[src/rtl/ts_qos_pkg.sv]
// Shared definitions for the TS QoS output path: sequencer states,
// channel indices and the MPEG-2 TS packet length.
package ts_qos_pkg;

  typedef enum logic [1:0] {
    ST_IDLE     = 2'd0,
    ST_WAIT_EOP = 2'd1,
    ST_GAP      = 2'd2,
    ST_RUN      = 2'd3
  } sw_state_t;

  localparam logic [1:0] CH1 = 2'd0;
  localparam logic [1:0] CH2 = 2'd1;
  localparam logic [1:0] CH3 = 2'd2;
  localparam logic [1:0] CH4 = 2'd3;

  localparam int unsigned TS_PKT_LEN = 188;

endpackage

[src/rtl/ts_timeout_counter.sv]
// Boundary-wait timer. Counts cycles while run=1. expire is asserted while
// the count equals limit; a limit of zero never expires. The count saturates
// so a disabled timer cannot wrap into a false match.
module ts_timeout_counter #(
  parameter int unsigned TMO_W = 16
) (
  input  logic             clk,
  input  logic             rst,
  input  logic             clr,
  input  logic             run,
  input  logic [TMO_W-1:0] limit,
  output logic             expire
);

  logic [TMO_W-1:0] cnt;

  // Cycle counter: clear has priority over counting.
  always_ff @(posedge clk) begin
    if (rst || clr) begin
      cnt <= '0;
    end else if (run && (cnt != '1)) begin
      cnt <= cnt + TMO_W'(1);
    end
  end

  // Expiry flag, only meaningful while the timer is running.
  always_comb begin
    expire = run && (limit != '0) && (cnt == limit);
  end

endmodule

[src/rtl/ts_switch_sequencer.sv]
// Hitless channel switchover sequencer for the 4:1 TS output mux.
// A switch drains the old channel to EOP, then gates the mux until the
// target channel presents SOP, so only whole packets leave the mux.
module ts_switch_sequencer
  import ts_qos_pkg::*;
#(
  parameter int unsigned NUM_CH = 4,
  parameter int unsigned CH_W   = 2,
  parameter int unsigned TMO_W  = 16,
  parameter int unsigned CNT_W  = 16
) (
  input  logic              clk,
  input  logic              rst,
  input  logic              enable,
  input  logic              req_valid,
  input  logic [CH_W-1:0]   req_channel,
  input  logic [TMO_W-1:0]  tmo_cycles,
  input  logic [NUM_CH-1:0] ch_valid,
  input  logic [NUM_CH-1:0] ch_sop,
  input  logic [NUM_CH-1:0] ch_eop,
  output logic [CH_W-1:0]   mux_sel,
  output logic              mux_en,
  output logic              busy,
  output logic              switch_done,
  output logic              switch_tmo,
  output logic [CNT_W-1:0]  switch_count
);

  sw_state_t       state, state_n;
  logic [CH_W-1:0] target, target_n, mux_sel_n;
  logic            done_n, tmo_n, cnt_inc;
  logic            tmr_clr, tmr_run, tmr_expire;
  logic            sel_sop, sel_eop;

  assign sel_sop = ch_valid[mux_sel] & ch_sop[mux_sel];
  assign sel_eop = ch_valid[mux_sel] & ch_eop[mux_sel];

  ts_timeout_counter #(
    .TMO_W(TMO_W)
  ) u_tmo (
    .clk    (clk),
    .rst    (rst),
    .clr    (tmr_clr),
    .run    (tmr_run),
    .limit  (tmo_cycles),
    .expire (tmr_expire)
  );

  // State register.
  always_ff @(posedge clk) begin
    if (rst) begin
      state <= ST_IDLE;
    end else begin
      state <= state_n;
    end
  end

  // Select, target, status pulses and saturating switch statistic.
  always_ff @(posedge clk) begin
    if (rst) begin
      mux_sel      <= '0;
      target       <= '0;
      switch_done  <= 1'b0;
      switch_tmo   <= 1'b0;
      switch_count <= '0;
    end else begin
      mux_sel     <= mux_sel_n;
      target      <= target_n;
      switch_done <= done_n;
      switch_tmo  <= tmo_n;
      if (cnt_inc && (switch_count != '1)) begin
        switch_count <= switch_count + CNT_W'(1);
      end
    end
  end

  // Next-state and register-update decode.
  // Priority inside WAIT_EOP: cancel, then EOP, then timeout (EOP beats timeout).
  // Inside GAP: SOP beats both a retarget request and a timeout, because the
  // SOP byte already passed combinationally; a request to another channel in
  // that same cycle starts a fresh drain from the newly selected channel.
  always_comb begin
    state_n   = state;
    mux_sel_n = mux_sel;
    target_n  = target;
    done_n    = 1'b0;
    tmo_n     = 1'b0;
    cnt_inc   = 1'b0;
    tmr_clr   = 1'b0;
    tmr_run   = 1'b0;
    if (!enable) begin
      state_n  = ST_IDLE;
      target_n = mux_sel;
      tmr_clr  = 1'b1;
    end else begin
      unique case (state)
        ST_IDLE: begin
          state_n = ST_GAP;
          tmr_clr = 1'b1;
          if (req_valid) begin
            target_n  = req_channel;
            mux_sel_n = req_channel;
          end else begin
            target_n = mux_sel;
          end
        end
        ST_RUN: begin
          tmr_clr = 1'b1;
          if (req_valid && (req_channel != mux_sel)) begin
            state_n  = ST_WAIT_EOP;
            target_n = req_channel;
          end
        end
        ST_WAIT_EOP: begin
          tmr_run = 1'b1;
          if (req_valid) begin
            target_n = req_channel;
          end
          if (req_valid && (req_channel == mux_sel)) begin
            state_n = ST_RUN;
            tmr_clr = 1'b1;
          end else if (sel_eop || tmr_expire) begin
            state_n   = ST_GAP;
            mux_sel_n = req_valid ? req_channel : target;
            tmr_clr   = 1'b1;
            tmo_n     = !sel_eop;
          end
        end
        ST_GAP: begin
          tmr_run = 1'b1;
          if (sel_sop) begin
            state_n = ST_RUN;
            done_n  = 1'b1;
            cnt_inc = 1'b1;
            tmr_clr = 1'b1;
            if (req_valid && (req_channel != mux_sel)) begin
              state_n  = ST_WAIT_EOP;
              target_n = req_channel;
            end
          end else if (req_valid) begin
            target_n  = req_channel;
            mux_sel_n = req_channel;
            tmr_clr   = 1'b1;
          end else if (tmr_expire) begin
            tmo_n   = 1'b1;
            tmr_clr = 1'b1;
          end
        end
        default: state_n = ST_IDLE;
      endcase
    end
  end

  // Mux gate and busy flag; in GAP the gate opens only for the SOP byte.
  always_comb begin
    mux_en = 1'b0;
    busy   = 1'b0;
    unique case (state)
      ST_RUN:      mux_en = 1'b1;
      ST_WAIT_EOP: begin
        mux_en = 1'b1;
        busy   = 1'b1;
      end
      ST_GAP: begin
        mux_en = sel_sop;
        busy   = 1'b1;
      end
      default: mux_en = 1'b0;
    endcase
  end

endmodule

[config.mk]
export PLATFORM = sky130hd
export DESIGN_NAME = ts_switch_sequencer
export DESIGN_NICKNAME = d
export VERILOG_FILES = /design/src/rtl/ts_qos_pkg.sv /design/src/rtl/ts_timeout_counter.sv /design/src/rtl/ts_switch_sequencer.sv
export SDC_FILE = /design/constraint.sdc
export NUM_CORES = 1
export LEC_CHECK = 0
export ABC_CLOCK_PERIOD_IN_PS = 1900
export CORE_MARGIN = 2
export CORE_UTILIZATION = 46
export CTS_CLUSTER_SIZE = 10
export DETAILED_ROUTE_END_ITERATION = 10
export PLACE_DENSITY = 0.75
export SLEW_MARGIN = 20
export SYNTH_ARGS = -nofsm -noshare
export SYNTH_HDL_FRONTEND = slang
export SYNTH_SLANG_ARGS = --single-unit
[constraint.sdc]
create_clock -name clk -period 1.9 [get_ports clk]
set_input_delay 0.38 -clock clk [delete_from_list [all_inputs] [get_ports clk]]
set_output_delay 0.38 -clock clk [all_outputs]
set_load 0.01 [all_outputs]
# Word level (Yosys, flattened, before mapping)
# Cells that the tools add are included.
# op_classes
addsub,2
magnitude_cmp,1
n_eq_ne,14
mux,40
bitwise_logic,3
reduce_logical,18
# op_table
op,count
$add A16 B1 Y16 const B,2
$ne A16 B16 Y1 const B,2
$mux W2,13
$mux W1,18
$eq A16 B16 Y1,1
$pmux W2 S4,2
$reduce_bool A16 Y1,1
$ne A2 B2 Y1 const B,5
$reduce_or A2 Y1,4
$bmux W1 S2,3
$logic_and A1 B1 Y1,6
$pmux W2 S3,1
$reduce_and A5 Y1,1
$eq A2 B2 Y1 const B,2
$pmux W1 S2,2
$lt A2 B3 Y1 const B,1
$ne A3 B3 Y1 const B,1
$pmux W1 S3,1
$reduce_and A3 Y1,1
$reduce_bool A3 Y1,1
$and A1 B1 Y1,2
$eq A2 B1 Y1 const B,1
$eq A2 B2 Y1,1
$logic_not A2 Y1,1
other kinds (4),5
# word_totals
register_bits,40
inputBits,34
output_inout_bits,22
elab_cells,85

# Depth between registers and ports, before layout
# Gate-level depths: netlist of the first run.
# logic_depth
ltp_word,12
mapped_depth,9

# Hierarchy
# A second synthesis of the first run with hierarchy kept.
# unflattened
hier_cells,313
hier_area_um2,2605.0
# by_module_without_submodules
mod,n_inst,cells_per_inst,area_per_inst_um2,seq_area_each_um2
ts_switch_sequencer,1,183,1560.2,480.5
ts_timeout_counter,1,130,1044.8,320.3

# Least setup slack after synthesis of the first run
# Ideal clock, no wire load.
# synth_path
path_kind,reg2reg
startpoint,register mux_sel[0]
endpoint,register u_tmo.cnt[11]
setup_time_ps,63
t_arrival_ps,2057
t_required_ps,1837
path_slack_ps,-220
stages_incl_launch_ff,9
n_path_buf,2
period_less_slack_ps,2120
cell_sequence,dfxtp_1 -> buf_6 -> mux4_2 -> nand2_1 -> nand2_1 -> a21o_1 -> a221o_2 -> buf_8 -> nor2_2
# synth_via
elab_chain_cells,9
elab_cells_between_ends,17
cone_classes,1 x eq/ne; 11 x mux; 2 x bitwise; 3 x reduce/logical
# synth_rtl
item,line,source
"start, declared",ts_switch_sequencer.sv:21,"output logic [CH_W-1:0] mux_sel,"
"start signal, assigned",ts_switch_sequencer.sv:67,mux_sel <= mux_sel_n;
$bmux W1 S2 (on tied branches),"ts_switch_sequencer.sv:35, ts_switch_sequencer.sv:36",
$mux W1 (on tied branches),"ts_switch_sequencer.sv:35, ts_switch_sequencer.sv:36",
$and A1 B1 Y1,ts_switch_sequencer.sv:36,assign sel_eop = ch_valid[mux_sel] & ch_eop[mux_sel];
$logic_or A1 B1 Y1,ts_switch_sequencer.sv:122,end else if (sel_eop || tmr_expire) begin
$mux W1,ts_switch_sequencer.sv:122,
$mux W1,ts_switch_sequencer.sv:119,if (req_valid && (req_channel == mux_sel)) begin
$pmux W1 S3 *,ts_switch_sequencer.sv:96,unique case (state)
$mux W1 *,ts_switch_sequencer.sv:91,if (!enable) begin
$logic_or A1 B1 Y1 *,ts_timeout_counter.sv:19,if (rst || clr) begin
"end signal, assigned",ts_timeout_counter.sv:22,cnt <= cnt + TMO_W'(1);
"end, declared",ts_timeout_counter.sv:15,logic [TMO_W-1:0] cnt;
# Every way passes the cells marked *; elsewhere a longest branch is shown, timed or not. The select of a mux whose other input is x is not followed.
# A chain may end at the register's enable or synchronous reset.

# Worst setup path after layout of the first run
# layout_path
startpoint,input port ch_sop[3]
endpoint,register u_tmo.cnt[2]
# layout_via
elab_chain_cells,7
# layout_rtl
item,line,source
"start, declared",ts_switch_sequencer.sv:19,"input logic [NUM_CH-1:0] ch_sop,"
$bmux W1 S2,ts_switch_sequencer.sv:35,assign sel_sop = ch_valid[mux_sel] & ch_sop[mux_sel];
$mux W1 (not written as such),ts_switch_sequencer.sv:35,
$and A1 B1 Y1,ts_switch_sequencer.sv:35,
$mux W1,ts_switch_sequencer.sv:131,if (sel_sop) begin
$pmux W1 S3,ts_switch_sequencer.sv:96,
$mux W1,ts_switch_sequencer.sv:91,
$logic_or A1 B1 Y1,ts_timeout_counter.sv:19,
# Every way passes these cells. The select of a mux whose other input is x is not followed.

==> results of run 1 <==
==> cell usage after synthesis (8+ instances only) <==
library cell / n
a21oi_1: 10
nand2_1: 22
nand3_1: 20
nand4_1: 9
xnor2_1: 40
nor3_1: 14
dfxtp_1: 40
mux2i_1: 13
nor4_1: 10
nor3b_1: 9
nor2_1: 33
xor2_1: 8
nor2_2: 10
==> state kept, by name, summed over array words and instances (netlist names) <==
name,cells
switch_done,1
u_tmo.cnt,16
switch_count,16
mux_sel,2
state,2
target,2
switch_tmo,1
==> worst min path at each step <==
stage / to / slack, ns / from
after floorplan: state[0]$_SDFFE_PP0P_ / 0.47 / state[0]$_SDFFE_PP0P_
after global placement: switch_count[1]$_SDFFE_PP0P_ / 0.52 / switch_count[1]$_SDFFE_PP0P_
after detailed placement: switch_count[1]$_SDFFE_PP0P_ / 0.53 / switch_count[1]$_SDFFE_PP0P_
after CTS: switch_count[1]$_SDFFE_PP0P_ / 0.55 / switch_count[1]$_SDFFE_PP0P_
after global routing: switch_count[1]$_SDFFE_PP0P_ / 0.57 / switch_count[1]$_SDFFE_PP0P_
final: switch_count[1]$_SDFFE_PP0P_ / 0.55 / switch_count[1]$_SDFFE_PP0P_
==> power by group <==
| group | total [mW] | internal [mW] | leakage (nW) | switching [mW] |
|---|---|---|---|---|
| registers | 0.854 | 0.844 | 0.325 | 0.0105 |
| logic | 0.384 | 0.211 | 1.18 | 0.173 |
| clock network | 0.737 | 0.396 | 0.0548 | 0.341 |
| total | 1.98 | 1.45 | 1.56 | 0.524 |
==> worst max-delay path, delay by kind of cell <==
family	cells	cell delay (ns)
buf+inv	3	0.71
compound gates	2	0.51
mux	1	0.50
simple gates	3	0.25
==> layer usage <==
metal  global-route usage, %  share of wire (%)
met3                    5.77                4.6
met1                    31.9                 46
met5                       0                  0
met2                    41.0                 49
met4                    5.17               0.75
==> through the flow <==
step | std cells | power (mW) | util (%) | hold slack, ns | instance area (um^2)
after floorplan | 308 | 1.02 | - | 0.472 | 2640
final | 508 | 1.98 | 77.8 | 0.551 | 4280
after CTS | 504 | 1.96 | 73.8 | 0.547 | 4060
after global placement | 488 | 1.20 | 67.2 | 0.518 | 3700
after global routing | 508 | 2.05 | 77.8 | 0.572 | 4280
after detailed placement | 488 | 1.21 | 67.2 | 0.529 | 3700
==> cell type report <==
type	instances	area [um^2]	share of cell area, %
Multi-Input combinational cell	253	2090	48.9
Timing Repair Buffer	130	1150	26.9
Sequential cell	40	811	18.9
Tap cell	72	90.1	2.10
Clock buffer	5	68.8	1.61
Clock inverter	3	46.3	1.08
Inverter	5	18.8	0.438
==> what timing repair did <==
| action | CTS | global route |
|---|---|---|
| buffers inserted | 7 | 5 |
| cloned | 2 | 0 |
| pin swaps | 26 | 13 |
| setup endpoints to repair | 40 | 41 |
| resized for setup | 78 | 37 |
| hold buffers | 0 | 0 |
==> cell families after synthesis <==
logic type | share of synthesized area [%]
AND/OR/NAND/NOR | 30.7
AO/OA/AOI/OAI | 8.27
multiplexers | 7.84
XOR/XNOR | 16.1
adder cells (fa/ha/maj) | 2.87
flip-flops | 30.6
buffers and inverters | 3.68
==> metrics.log, run 1 <==
[metrics] outcome: finished, violations left
[metrics] failing checks: setup timing
[metrics] worst setup slack after layout: -0.197 ns
[metrics] worst setup timing slack at the placement stage: -0.709 ns
[metrics] H-tree depth: 2
[metrics] area of the placeable core: 5510 um^2
[metrics] post-synth design cell area: 2620 um^2
[metrics] tightest slew margin relative to the limit: 67.6%
[metrics] CP cell instances: clkdlybuf4s50_1, mux4_2, nand2_2, nand2b_1, a21o_1, a221o_2, buf_12, buf_12, nor2_2
[metrics] Placer Congestion: 0.861
[metrics] crit path launch type: input port
[metrics] GR Util All Layers: 24.4%
[metrics] main area contributors after synthesis: dfxtp_1 31%, xnor2_1 13%, mux2i_1 5.0%
[metrics] clock tree from TritonCTS: built
[metrics] unrepaired setup endpoints after global routing: yes
[metrics] net total in the final layout: 475
[metrics] iteration-0 DRC count of the detailed router: 95
[metrics] number of max-capacitance violations reported: 0
[metrics] register bit total from synthesis: 40
[metrics] sort of element at the end of the critical path: flip-flop
[metrics] delay of the slowest cell on the worst path: 0.50 ns
[metrics] die boundary height: 79.4 um
[metrics] Leak: 1.56 nW
[metrics] initial antenna violation count: 0
[metrics] Slew Viols, Final: 0
[metrics] final worst-path cycle share: 110%
[metrics] sum of negative setup slack: -3.41 ns
[metrics] remaining number of nets flagged by the antenna check after routing: 0
[metrics] Bufs on Longest Clock Path: 2
[metrics] most frequent cells in the layout: 64 x buf_4, 38 x xnor2_1, 36 x dfxtp_1
[metrics] launch point of the worst path: ch_sop[3]
[metrics] Pwr per Cell Area: 461 nW/um^2
[metrics] library cell with the largest summed area after synthesis: dfxtp_1
[metrics] R2R Setup Slk: -0.18 ns
[metrics] maximum fanout count along the critical path: 6
[metrics] number of global-route vias before repair: 2,639
[metrics] TritonCTS Buffers: 5
[metrics] Cells after Synth: 308
[metrics] Synth-to-Final Area Change: 63.7%
[metrics] root buffer cell: clkbuf_8
[metrics] cell depth of the worst flop-to-flop path: 8
[metrics] time the worst path needs with I/O delays and setup: 2.10 ns
[metrics] count of clock tree sinks: 40
[metrics] number of buffer cells added on primary ports: 55
[metrics] ant diodes: 0
[metrics] clk slew on worst S/H paths: 0.09 ns
[metrics] count of final setup violators: 27
[metrics] Worst EP arrival: 2.35 ns
[metrics] Most used DFF post-synth: dfxtp_1
[metrics] async set or reset register ratio after synthesis: 0%
[metrics] HP Class: flip-flop to flip-flop
[metrics] worst-margin pin slew: 0.484 ns
[metrics] Post-DP HPWL: 5.21 mm
[metrics] initial cell density of the core: 47.5%
[metrics] routed wire length: 8.00 mm
[metrics] DRC violations left: 0
[metrics] Min-Delay Path Depth: 2
[metrics] clock latency reported for the late side of the worst-skew pair: 0.30 ns
[metrics] width of the die: 79.4 um
[metrics] most common cell after layout, fill and taps aside: buf_4
[metrics] startpoint of the lowest-slack register-to-register path: mux_sel[0]$_SDFFE_PP0P_
[metrics] number of top-level pins: 56
[metrics] number of vias per cell: 5.43
[metrics] RR Endpoint: u_tmo.cnt[2]$_SDFFE_PP0P_
[metrics] Crit Path Class: input port to flip-flop
[metrics] Worst Clk Skew: 0.00578 ns
[metrics] number of optimization iterations in the first detailed-route pass: 5
[metrics] first-pass GRT wire length: 12.1 mm
[metrics] Row Count: 27
[metrics] IR Drop Worst-Case VDD: 0.455 mV
[metrics] per-instance average area after synthesis: 8.49 um^2
[metrics] sum of overflow across all layers after global routing: 0
[metrics] net count of the mapped netlist: 348
[metrics] Post-synth EDFFs: 0
[metrics] proportion of netlist area held by the largest area contributor: 30.6%
[metrics] layout filler cell count: 380
[metrics] via total after detailed routing: 2,756
[metrics] die area: 6310 um^2
[metrics] number of distinct library cell variants in the gate-level netlist after synthesis: 43
[metrics] detailed-route wire length per cell: 15.8 um
[metrics] number of failing hold endpoints at the final stage: 0
[metrics] maximum number of pins on one net before global-route repair: 24
[metrics] Most Frequent Cell on Critical Path: buf_12
[metrics] Slowest cell on crit path: mux4_2
[metrics] Critical Path RT: 2.15 ns
[metrics] proportion of synthesized chip area in sequential cells: 30.6%
[metrics] ratio of cells with drive above 1 in the final layout: 36.7%
[metrics] Max Clk Rate: 0.477 GHz
[metrics] total number of yosys warnings: 0
[metrics] termination of the worst setup path: u_tmo.cnt[2]$_SDFFE_PP0P_
(Power assumes the default switching activity.)
==> run 2, diff against run 1 <==
--- a/config.mk
+++ b/config.mk
@@ -5,12 +5,11 @@
 export SDC_FILE = /design/constraint.sdc
 export NUM_CORES = 1
 export LEC_CHECK = 0
-export ABC_CLOCK_PERIOD_IN_PS = 1900
-export CORE_MARGIN = 2
+export CORE_MARGIN = 3
 export CORE_UTILIZATION = 46
 export CTS_CLUSTER_SIZE = 10
 export DETAILED_ROUTE_END_ITERATION = 10
-export PLACE_DENSITY = 0.75
+export PLACE_DENSITY = 0.87
 export SLEW_MARGIN = 20
 export SYNTH_ARGS = -nofsm -noshare
 export SYNTH_HDL_FRONTEND = slang
==> run 2 against run 1 <==
  * The flow still finishes with violations (setup timing)
  * Final area up 6.8%
  * Flip-flop and latch count unchanged
  * Utilization up 8.5 points
  * Fmax down 8.1%
  * Register-to-register slack worse by 0.19 ns
  * Combinational power up 14%
  * Via count up 12%
  * Die area up 5.1%
  * Critical path type unchanged
  * Largest cell class unchanged
==> metrics.log, run 2 (synthesis results as in run 1) <==
[metrics] outcome: finished, violations left
[metrics] failing checks: setup timing
[metrics] die boundary height: 81.4 um (+2.5%)
[metrics] iteration-0 DRC count of the detailed router: 443 (+370%)
[metrics] delay of the slowest cell on the worst path: 0.52 ns (+0.02 ns)
[metrics] Placed Instance Area: 3690 um^2 (-0.27%)
[metrics] cell depth of the worst flop-to-flop path: 8 (unchanged)
[metrics] initial cell density of the core: 49.3% (+1.8 points)
[metrics] initial antenna violation count: 0 (unchanged)
[metrics] unrepaired setup endpoints after global routing: yes
[metrics] clock tree from TritonCTS: built
[metrics] RR Endpoint: u_tmo.cnt[12]$_SDFFE_PP0P_
[metrics] biggest regs: switch_count x16, u_tmo.cnt x16
[metrics] via total after detailed routing: 3,093 (+12%)
[metrics] number of buffer cells added on primary ports: 55 (unchanged)
[metrics] Worst EP arrival: 2.52 ns (+0.17 ns)
[metrics] worst-margin pin slew: 0.555 ns (+0.0710 ns)
[metrics] detailed-route wire length per cell: 21.0 um (+33%)
[metrics] Slew Viols, Final: 0 (unchanged)
[metrics] Util after Layout: 86.2% (+8.5 points)
[metrics] most common cell after layout, fill and taps aside: buf_4
[metrics] CP cell instances: clkdlybuf4s50_1, mux4_2, nand2_2, nand2_1, a21o_1, a221o_2, buf_6, nor3b_2
[metrics] Synth-to-Final Area Change: 74.7%
[metrics] number of top-level pins: 56 (unchanged)
[metrics] final worst-path cycle share: 120% (+9.7 points)
[metrics] ant diodes: 0 (unchanged)
[metrics] area of the placeable core: 5300 um^2 (-3.7%)
[metrics] width of the die: 81.4 um (+2.5%)
[metrics] crit path launch type: input port
[metrics] count of final setup violators: 36 (+33%)
[metrics] most frequent cells in the layout: 67 x buf_4, 35 x dfxtp_1, 33 x xnor2_1, 33 x clkdlybuf4s50_1, 28 x nor2_1
[metrics] startpoint of the lowest-slack hold path: switch_count[1]$_SDFFE_PP0P_
[metrics] Slowest cell on crit path: mux4_2
[metrics] Crit Path Class: input port to flip-flop
[metrics] sort of element at the end of the critical path: flip-flop
[metrics] IR Drop Worst-Case VDD: 0.477 mV (+4.8%)
[metrics] number of vias per cell: 5.99 (+10%)
[metrics] net total in the final layout: 485 (+2.1%)
[metrics] Post-DP HPWL: 5.69 mm (+9.3%)
[metrics] sum of overflow across all layers after global routing: 0 (unchanged)
[metrics] die area: 6630 um^2 (+5.1%)
[metrics] TritonCTS Buffers: 5 (unchanged)
[metrics] Placer Congestion: 0.919 (+6.8%)
[metrics] clk slew on worst S/H paths: 0.10 ns (about the same)
[metrics] number of max-capacitance violations reported: 0 (unchanged)
[metrics] launch point of the worst path: ch_valid[3]
[metrics] Min-Delay Path Depth: 2 (unchanged)
[metrics] tightest slew margin relative to the limit: 62.9% (-4.7 points)
[metrics] ratio of cells with drive above 1 in the final layout: 42.2% (+5.5 points)
[metrics] maximum fanout count along the critical path: 5 (-1)
[metrics] routed wire length: 10.8 mm (+35%)
[metrics] Max Clk Rate: 0.438 GHz (-8.1%)
[metrics] clock latency reported for the late side of the worst-skew pair: 0.31 ns (about the same)
[metrics] root buffer cell: clkbuf_8
[metrics] combined area of the multi-input logic cells: 2270 um^2 (+8.5%)
[metrics] Bufs on Longest Clock Path: 2 (unchanged)
[metrics] number of failing hold endpoints at the final stage: 0 (unchanged)
[metrics] number of global-route vias before repair: 3,178 (+20%)
[metrics] HP Class: flip-flop to flip-flop
[metrics] time the worst path needs with I/O delays and setup: 2.28 ns (+0.184 ns)
[metrics] H-tree depth: 2 (unchanged)
[metrics] Critical Path RT: 2.14 ns (about the same)
[metrics] Final Cell Area: 4570 um^2 (+6.8%)
[metrics] startpoint of the lowest-slack register-to-register path: mux_sel[0]$_SDFFE_PP0P_
[metrics] count of clock tree sinks: 40 (unchanged)
[metrics] worst setup slack after layout: -0.381 ns (-0.184 ns)
[metrics] number of optimization iterations in the first detailed-route pass: 7 (+2)
[metrics] Pwr per Cell Area: 449 nW/um^2 (-2.8%)
[metrics] worst setup timing slack at the placement stage: -0.741 ns (-0.0323 ns)
[metrics] Row Count: 26 (-3.7%)
[metrics] Worst Clk Skew: 0.0131 ns (+0.00728 ns)
[metrics] Leak: 1.66 nW (+6.3%)
[metrics] combined flip-flop and latch cell area: 810 um^2 (-0.15%)
[metrics] layout filler cell count: 251 (-34%)
[metrics] maximum number of pins on one net before global-route repair: 24 (unchanged)
[metrics] remaining number of nets flagged by the antenna check after routing: 0 (unchanged)
[metrics] DRC violations left: 0 (unchanged)
[metrics] GR Util All Layers: 30.0% (+5.6 points)
[metrics] worst hold path endpoint: switch_count[1]$_SDFFE_PP0P_
[metrics] R2R Setup Slk: -0.37 ns (-0.19 ns)
[metrics] first-pass GRT wire length: 15.2 mm (+25%)
-- run 2: area by class of cell --
type,count,area share (%)
timing repair buffer,141,27.8
sequential,40,17.7
tap,70,1.92
inverter,5,0.411
clock buffer,5,1.51
multi-input combinational,252,49.7
clock inverter,3,1.01
-- run 2: metrics by stage --
step	cells	power (mW)	setup TNS (ns)	hold WS (ns)
after floorplan	308	1.02	-0.585	0.472
after global routing	516	2.10	-10.04	0.564
final	516	2.05	-8.58	0.528
after global placement	485	1.19	-18.30	0.513
after detailed placement	485	1.21	-21.87	0.531
after CTS	506	1.96	-5.33	0.546
-- run 2: worst max-delay path: cells and delay by family --
family                 cells  cell delay [ns]
AOI/OAI and AO/OA          2             0.66
buffers and inverters      2             0.62
muxes                      1             0.52
and+or+nand+nor            3             0.34
-- run 2: worst max-delay path by stage --
stage / to / cells after the start
floorplan: u_tmo.cnt[11]$_SDFFE_PP0P_ / 8
global placement: u_tmo.cnt[5]$_SDFFE_PP0P_ / 8
finish: u_tmo.cnt[12]$_SDFFE_PP0P_ / 8
detailed placement: u_tmo.cnt[15]$_SDFFE_PP0P_ / 8
CTS: mux_en / 7
global route: u_tmo.cnt[12]$_SDFFE_PP0P_ / 8
-- run 2: power by group --
group / internal (mW) / total, mW / switching, mW
logic: 0.229 / 0.438 / 0.209
registers: 0.845 / 0.856 / 0.0109
clock network: 0.397 / 0.757 / 0.360
total: 1.47 / 2.05 / 0.580
-- run 2: repair_timing --
action,4_1_cts,5_1_grt
cloned,1,0
pin swaps,45,41
hold buffers,0,0
setup buffers,12,15
endpoints found under the setup margin,39,40
gates resized for setup,104,50
-- run 2: per-layer routing --
| metal | GRT usage [%] | wire length [um] | vias up |
|---|---|---|---|
| li1 | - | - | 1374 |
| met1 | 31.9 | 3990 | 1450 |
| met2 | 55.0 | 5510 | 210 |
| met3 | 7.13 | 841 | 59 |
| met4 | 14.7 | 499 | 0 |
| met5 | 0 | 0 | - |
